<file path="config.mk">
export PLATFORM = sky130hd
export DESIGN_NAME = adc_avg_fifo_10b
export DESIGN_NICKNAME = d
export VERILOG_FILES = /design/src/rtl/adc_avg_fifo_10b.sv
export SDC_FILE = /design/constraint.sdc
export NUM_CORES = 1
export LEC_CHECK = 0
export ABC_AREA = 1
export CAP_MARGIN = 20
export CORE_MARGIN = 2
export CORE_UTILIZATION = 40
export CTS_CLUSTER_SIZE = 28
export DETAILED_ROUTE_END_ITERATION = 12
export RECOVER_POWER = 25
export SYNTH_ARGS = -nofsm -noshare
export SYNTH_HDL_FRONTEND = slang
export SYNTH_SLANG_ARGS = --single-unit
</file>
<file path="constraint.sdc">
create_clock -name clkin -period 3.1 [get_ports clkin]
set_input_delay 0.93 -clock clkin [delete_from_list [all_inputs] [get_ports clkin]]
set_output_delay 0.93 -clock clkin [all_outputs]
set_load 0.05 [all_outputs]
</file>
<file path="src/rtl/adc_avg_fifo_10b.sv">
// Averages 1/2/4/8 SAR conversions per window and queues each averaged word in a small FIFO.
// adc_done comes from another clock domain and is synchronised before it is edge-detected.
module adc_avg_fifo_10b #(
    parameter int DW    = 10,
    parameter int DEPTH = 4
) (
    input  logic          clkin,
    input  logic          rst_n,
    input  logic          adc_done,
    input  logic [DW-1:0] result,
    input  logic [1:0]    avg_sel,
    input  logic          clr,
    input  logic          rd_en,
    output logic [DW-1:0] dout,
    output logic          valid,
    output logic          full,
    output logic [2:0]    level,
    output logic          overflow
);

    localparam int AW = (DEPTH > 1) ? $clog2(DEPTH) : 1;
    localparam logic [2:0] DEPTH_L = 3'(DEPTH);

    typedef enum logic {
        sIdle,
        sAcc
    } state_t;

    logic          sync1_q, sync2_q, sync3_q;
    logic          capture;

    state_t        state_q, state_d;
    logic [1:0]    win_sel_q, win_sel_d;
    logic [DW+2:0] acc_q, acc_d;
    logic [2:0]    cnt_q, cnt_d;

    logic [1:0]    sel_eff;
    logic [DW+2:0] sum;
    logic [3:0]    cnt_inc;
    logic [DW-1:0] avg_word;
    logic          push;
    logic [DW-1:0] push_data;

    logic [DW-1:0] mem_q [DEPTH];
    logic [AW-1:0] wptr_q, rptr_q;
    logic [2:0]    level_q;
    logic          overflow_q;
    logic          pop;
    logic          do_write;

    always_ff @(posedge clkin or negedge rst_n) begin
        if (!rst_n) begin
            sync1_q <= 1'b0;
            sync2_q <= 1'b0;
            sync3_q <= 1'b0;
        end else begin
            sync1_q <= adc_done;
            sync2_q <= sync1_q;
            sync3_q <= sync2_q;
        end
    end

    assign capture = sync2_q & ~sync3_q;

    // The window size is taken live from avg_sel only on the capture that opens a window.
    assign sel_eff = (state_q == sIdle) ? avg_sel : win_sel_q;
    assign sum     = acc_q + {3'b000, result};
    assign cnt_inc = {1'b0, cnt_q} + 4'd1;

    always_comb begin
        avg_word = sum[DW-1:0];
        case (sel_eff)
            2'd0: avg_word = sum[DW-1:0];
            2'd1: avg_word = sum[DW:1];
            2'd2: avg_word = sum[DW+1:2];
            2'd3: avg_word = sum[DW+2:3];
            default: avg_word = sum[DW-1:0];
        endcase
    end

    always_comb begin
        state_d   = state_q;
        win_sel_d = win_sel_q;
        acc_d     = acc_q;
        cnt_d     = cnt_q;
        push      = 1'b0;
        push_data = avg_word;
        if (clr) begin
            state_d = sIdle;
            acc_d   = '0;
            cnt_d   = '0;
        end else if (capture) begin
            win_sel_d = sel_eff;
            if (cnt_inc == (4'd1 << sel_eff)) begin
                push    = 1'b1;
                acc_d   = '0;
                cnt_d   = '0;
                state_d = sIdle;
            end else begin
                acc_d   = sum;
                cnt_d   = cnt_inc[2:0];
                state_d = sAcc;
            end
        end
    end

    always_ff @(posedge clkin or negedge rst_n) begin
        if (!rst_n) begin
            state_q   <= sIdle;
            win_sel_q <= '0;
            acc_q     <= '0;
            cnt_q     <= '0;
        end else begin
            state_q   <= state_d;
            win_sel_q <= win_sel_d;
            acc_q     <= acc_d;
            cnt_q     <= cnt_d;
        end
    end

    assign valid    = (level_q != 3'd0);
    assign full     = (level_q == DEPTH_L);
    assign level    = level_q;
    assign overflow = overflow_q;
    assign dout     = mem_q[rptr_q];

    // A push into a full FIFO is only accepted when a pop frees the head slot in the same edge.
    assign pop      = rd_en & valid & ~clr;
    assign do_write = push & (~full | pop);

    always_ff @(posedge clkin or negedge rst_n) begin
        if (!rst_n) begin
            wptr_q     <= '0;
            rptr_q     <= '0;
            level_q    <= '0;
            overflow_q <= 1'b0;
        end else if (clr) begin
            wptr_q     <= '0;
            rptr_q     <= '0;
            level_q    <= '0;
            overflow_q <= 1'b0;
        end else begin
            if (do_write) begin
                wptr_q <= wptr_q + AW'(1);
            end
            if (pop) begin
                rptr_q <= rptr_q + AW'(1);
            end
            if (do_write && !pop) begin
                level_q <= level_q + 3'd1;
            end else if (pop && !do_write) begin
                level_q <= level_q - 3'd1;
            end
            if (push && full && !pop) begin
                overflow_q <= 1'b1;
            end
        end
    end

    always_ff @(posedge clkin) begin
        if (do_write) begin
            mem_q[wptr_q] <= push_data;
        end
    end

endmodule

</file>
Word-level counts from Yosys, hierarchy flattened

Memories as Yosys holds them, arrays and structs flattened.
Index checks and enable logic that the tools add are counted.

Muxes and demuxes: 25
Eq/ne operators: 5
Bitwise logic cells: 8
Shift-type cells: 1
Add/subtract/negate cells: 6
Reductions and logical operators: 14

Operators by type and width:

| kind                                              | number |
|---|---|
| one-hot mux 10 bit (4 select lines)               | 1 |
| 2-to-1 mux 13 bit                                 | 3 |
| 2-to-1 mux 3 bit                                  | 6 |
| adder 13 x 10 -> 13 bit                           | 1 |
| 2-to-1 mux 1 bit                                  | 10 |
| 2-to-1 mux 2 bit                                  | 5 |
| nonzero test 2 bit                                | 4 |
| nonzero test 3 bit                                | 2 |
| adder 2 x 1 -> 2 bit (second input constant)      | 2 |
| adder 3 x 1 -> 4 bit (second input constant)      | 1 |
| AND 1 bit                                         | 4 |
| == test 2 bit (second input constant)             | 2 |
| == test 4 bit                                     | 1 |
| logical AND 1 bit                                 | 4 |
| left shift 1 x 2 -> 4 bit (first input constant)  | 1 |
| adder 3 x 1 -> 3 bit (second input constant)      | 1 |
| == test 3 bit (second input constant)             | 1 |
| NOT 1 bit                                         | 3 |
| subtractor 3 x 1 -> 3 bit (second input constant) | 1 |
| == test 2 x 1 -> 1 bit (second input constant)    | 1 |
| logical NOT 1 bit                                 | 2 |
| logical NOT 2 bit                                 | 1 |
| AND reduction 2 bit                               | 1 |
| bitwise OR 1 bit                                  | 1 |

Memories kept: 1
Logic and storage cells: 71
Bits of input ports: 17
Register bits after elaboration: 30
Memory bits (writable): 40
Output and inout port bits: 16

Memories:

| name  | depth | bits a word | read ports | clocked after memory_dff | wr ports | line | source |
|---|---|---|---|---|---|---|---|
| mem_q | 4     | 10          | 1          | 0                        | 1        | 44   | `logic [DW-1:0] mem_q [DEPTH];` |

Logic depth before layout (Yosys ltp)

Depth after elaboration: 12
Depth in mapped cells: 17
Mapped depth without buffers: 17

Least setup slack after synthesis

No wires, ideal clock.

Kind: in2reg
Start: in result[0]
End: mem mem_q[0][3], data pin
Data required time: 2,804 ps
Slack: 328 ps
Arrival time: 2,476 ps
Library setup time: 296 ps
Buffers on the path: 0
Stages: 8
Cells stage by stage: ha_1 inv_1 fa_1 o21ai_0 a21oi_1 or2_2 nand3_1 o2111ai_1

Word-level cells in the longest chain between the ends: 2

RTL lines:

| what                                | line | source |
|---|---|---|
| start, declared                     | 10   | `input logic [DW-1:0] result,` |
| adder 13 x 10 -> 13 bit             | 67   | `assign sum = acc_q + {3'b000, result};` |
| one-hot mux 10 bit (4 select lines) | 72   | `case (sel_eff)` |
| net avg_word[3]                     | 40   | `logic [DW-1:0] avg_word;` |
| end, declared                       | 44   |  |

The timed path passes the listed nets, and every way through them passes these cells.

Worst setup path in the final report

Start: reg level_q[0], in the netlist level[0]
End: out full

Word-level cells in the longest chain between the ends: 1

RTL lines:

| what                   | line | source |
|---|---|---|
| start, declared        | 46   | `logic [2:0] level_q;` |
| start signal, assigned | 150  | `level_q <= level_q + 3'd1;` |
| start signal, assigned | 152  | `level_q <= level_q - 3'd1;` |
| == test 3 bit          | 122  | `assign full = (level_q == DEPTH_L);` |
| end, declared          | 16   | `output logic full,` |

No other way between the ends.

==> summary.md <==
| Metric | Value |
|---|---|
| Routed WL | 8260 um |
| Multi-input logic area | 1650 um^2 |
| Cts hold-fix bufs | 0 |
| Core Area | 9240 um^2 |
| Number of library cell types mapped by synthesis | 34 |
| Sequential Area | between 1500 and 2000 um^2 |
| Post-synth top cells | 106 x nand2_1, 46 x inv_1, 40 x edfxtp_1, 38 x o21ai_0, 35 x nor2_1 |
| First-pass GRT wire length | ~14000 um |
| Total CTS buffers | 9 |
| Net Count, Synth | 464 |
| Die Area | 10300 um^2 |
| Initial Utilization | 41.3% |
| Final setup TNS | 0 ns |
| Die height | just over 100 um |
| Layout cell share with drive strength beyond 1 | 16.4% |
| Crit path kind | reg2out |
| Status | finished with violations |
| Average cell area after synthesis | 8.88 um^2 |
| Final period util | 95.5% |
| YS warnings | 0 |
| Final min period | 2.96 ns |
| Post-synthesis sequential area ratio | 51.1% |
| DRT Pass-1 Iters | 5 |
| Max capacitance violation total | 1 |
| Total gr overflow | 0 |
| Placed Area | 4640 um^2 |
| Vias in the first global route | 2889 |
| Placed insts | 619 |
| Ant diodes | 0 |
| Clock Latency Late Sink | 0.35 ns |
| EDFF count, synth | 40 |
| Routed WL per cell | 13.0 um |
| CP max stage delay | roughly 0.80 ns |
| Drt drc | 0 |
| GR peak layer | met2 |
| Port buffer count | 32 |
| Max-slew headroom | -13.6% |
| Critical Path End Type | output port |
| CTS Root Cell | clkbuf_8 |
| Area grow syn2layout | 26.5% |
| Grt met3 use | 3.31% |
| Synthesis-stage register bit count | 70 |
| Leakage | approximately 2.2 nW |
| Yosys top cell area share | between 30% and 40% |
| Crit path launch type | flip-flop |
| Via count | 3100 |
| Max Fclk | roughly 340 MHz |
| Ports | 33 |
| Hold crit path type | reg2reg |
| Max Root-Sink Buffers | 2 |
| Pwr Density | 641 nW/um^2 |
| Worst clock skew | 0.0134 ns |
| Final net count | 535 |
| Top-count cell post-synth | nand2_1 |
| Slew Viols, Final | 31 |
| Synth area leaders | edfxtp_1 31%, dfrtp_1 20%, nand2_1 10%, o21ai_0 5.0%, ha_1 4.9% |
| CP max FO | 4 |
| RD Place Congestion | 0.826 |
| Post-synthesis async set-or-reset flop share | 42.9% |
| Worst EP required | roughly 2.2 ns |
| Met1 usage | 23.4% |
| Slew @ Worst Pin | 1.70 ns |
| Initial antenna violation count | 0 |
| Crit path max-delay family | buffers and inverters |
| Site row count | 35 |
| Post-CTS Setup Inserts | 0 |
| Die width | between 100 and 150 um |
| Cell count after synthesis | 430 |
| Critical path's slowest cell | clkdlybuf4s50_1 |
| Antenna Nets Post-Route | 0 |
| Final setup violation count | 0 |
| Primary FF master, synth | edfxtp_1 |
| Hold violation count in the final report | 0 |
| Met2 global-route usage | between 20% and 30% |
| CTS tree | yes |
| Max VDD drop | 0.281 mV |
| Dominant cell type by area after synthesis | edfxtp_1 |
| Worst path cell trace | nor2_1, nand2_1, inv_1, clkdlybuf4s50_1 |
| Synthesized area | about 3800 um^2 |
| GR Util All Layers | between 15 and 20% |
| Non-Filler Instances | 635 |
| DPL Wire Length | 6170 um |
| H-tree levels | 3 |
| CTS sink cnt | 70 |
| Total Power Consumption | about 0.0031 W |
| Largest net degree at the start of global routing | 31 |
| Failing checks | max-capacitance violations, max-slew violations |
| Arr. time, crit path | 2.03 ns |
| Final instance area | 4830 um^2 |
| Worst Path Buf+Inv | 2 |
| Vias per inst | 4.88 |
| Fill cells | around 860 |
| Clock-pin slew on the worst setup and hold paths | about 0.08 ns |
| DRT iter0 DRCs | 158 |
[power breakdown]
part	internal (W)	switching, W	leakage (nW)
Clock	0.000373	0.000358	0.0972
Combinational	0.000479	0.000780	1.31
Sequential	0.00107	0.0000369	0.763
[area by class of cell]
type / count / share of cell area (%)
flip-flops and latches: 70 / 40.4
multi-input cells: 301 / 34.2
repair buffers: 67 / 13.9
inverters: 52 / 4.09
well taps: 129 / 3.34
clock buffers: 9 / 2.56
clock inverters: 7 / 1.50
[flip-flops by register name, summed over array words and instances (netlist names)]
signal,flops
mem_q,40
acc_q,13
cnt_q,3
level,3
rptr_q,2
win_sel_q,2
wptr_q,2
overflow,1
state_q,1
sync1_q,1
sync2_q,1
sync3_q,1
[repair_timing]
action                                  4_1_cts  5_1_grt
endpoints found under the setup margin        0       36
gates resized for setup                       0        5
endpoints found under the hold margin         0        0
[kinds of logic after synthesis]
kind of cell             synth area share [%]
XOR/XNOR                                 1.61
AO/OA/AOI/OAI                            12.1
buffers and inverters                    5.87
adder cells (fa/ha/maj)                  5.96
AND/OR/NAND/NOR                          23.4
flip-flops                               51.1
[final timing paths]
| check | startpoint | end | slack (ns) | cells after the start |
|---|---|---|---|---|
| min in group asynchronous | rst_n | level[1] | 1.55 | 2 |
| worst min register to register | sync1_q | sync2_q | 0.35 | 0 |
| worst min-delay path | sync1_q | sync2_q | 0.35 | 0 |
| max in group asynchronous | rst_n | acc_q[4] | 0.54 | 2 |
| worst max register to register | cnt_q[0] | level[2] | 0.82 | 17 |
| worst max-delay path | level[0] | full | 0.14 | 4 |
[layout by cell type, fill, tap and decap left out, types with 4 or more instances in the layout]
| master | n |
|---|---|
| o22ai_1 | 12 |
| buf_4 | 32 |
| nand2_1 | 106 |
| o21ai_0 | 37 |
| a21oi_1 | 9 |
| nand4_1 | 6 |
| buf_12 | 10 |
| dfrtp_1 | 30 |
| clkinv_1 | 4 |
| nor2_1 | 35 |
| edfxtp_1 | 40 |
| ha_1 | 15 |
| inv_1 | 46 |
| a22o_1 | 5 |
| nand2_2 | 11 |
| clkbuf_8 | 9 |
| nand3_1 | 34 |
| clkdlybuf4s50_1 | 19 |
| xor2_1 | 5 |
[through the flow]
step | hold WS (ns) | worst slack (ns) | utilization (%)
floorplan | 0.331 | 0.328 | -
global placement | 0.338 | -0.226 | 50.2
detailed placement | 0.337 | -0.315 | 50.2
CTS | 0.359 | 0.0547 | 52.3
global route | 0.381 | -0.00212 | 52.3
finish | 0.354 | 0.141 | 52.3
[routing by layer]
metal	wire length, um	vias to the layer above
met3	348	6
met1	3840	1437
met2	4020	60
met5	0	-
li1	-	1597
met4	55	0
No activity file was read; power rests on OpenSTA's default activity.
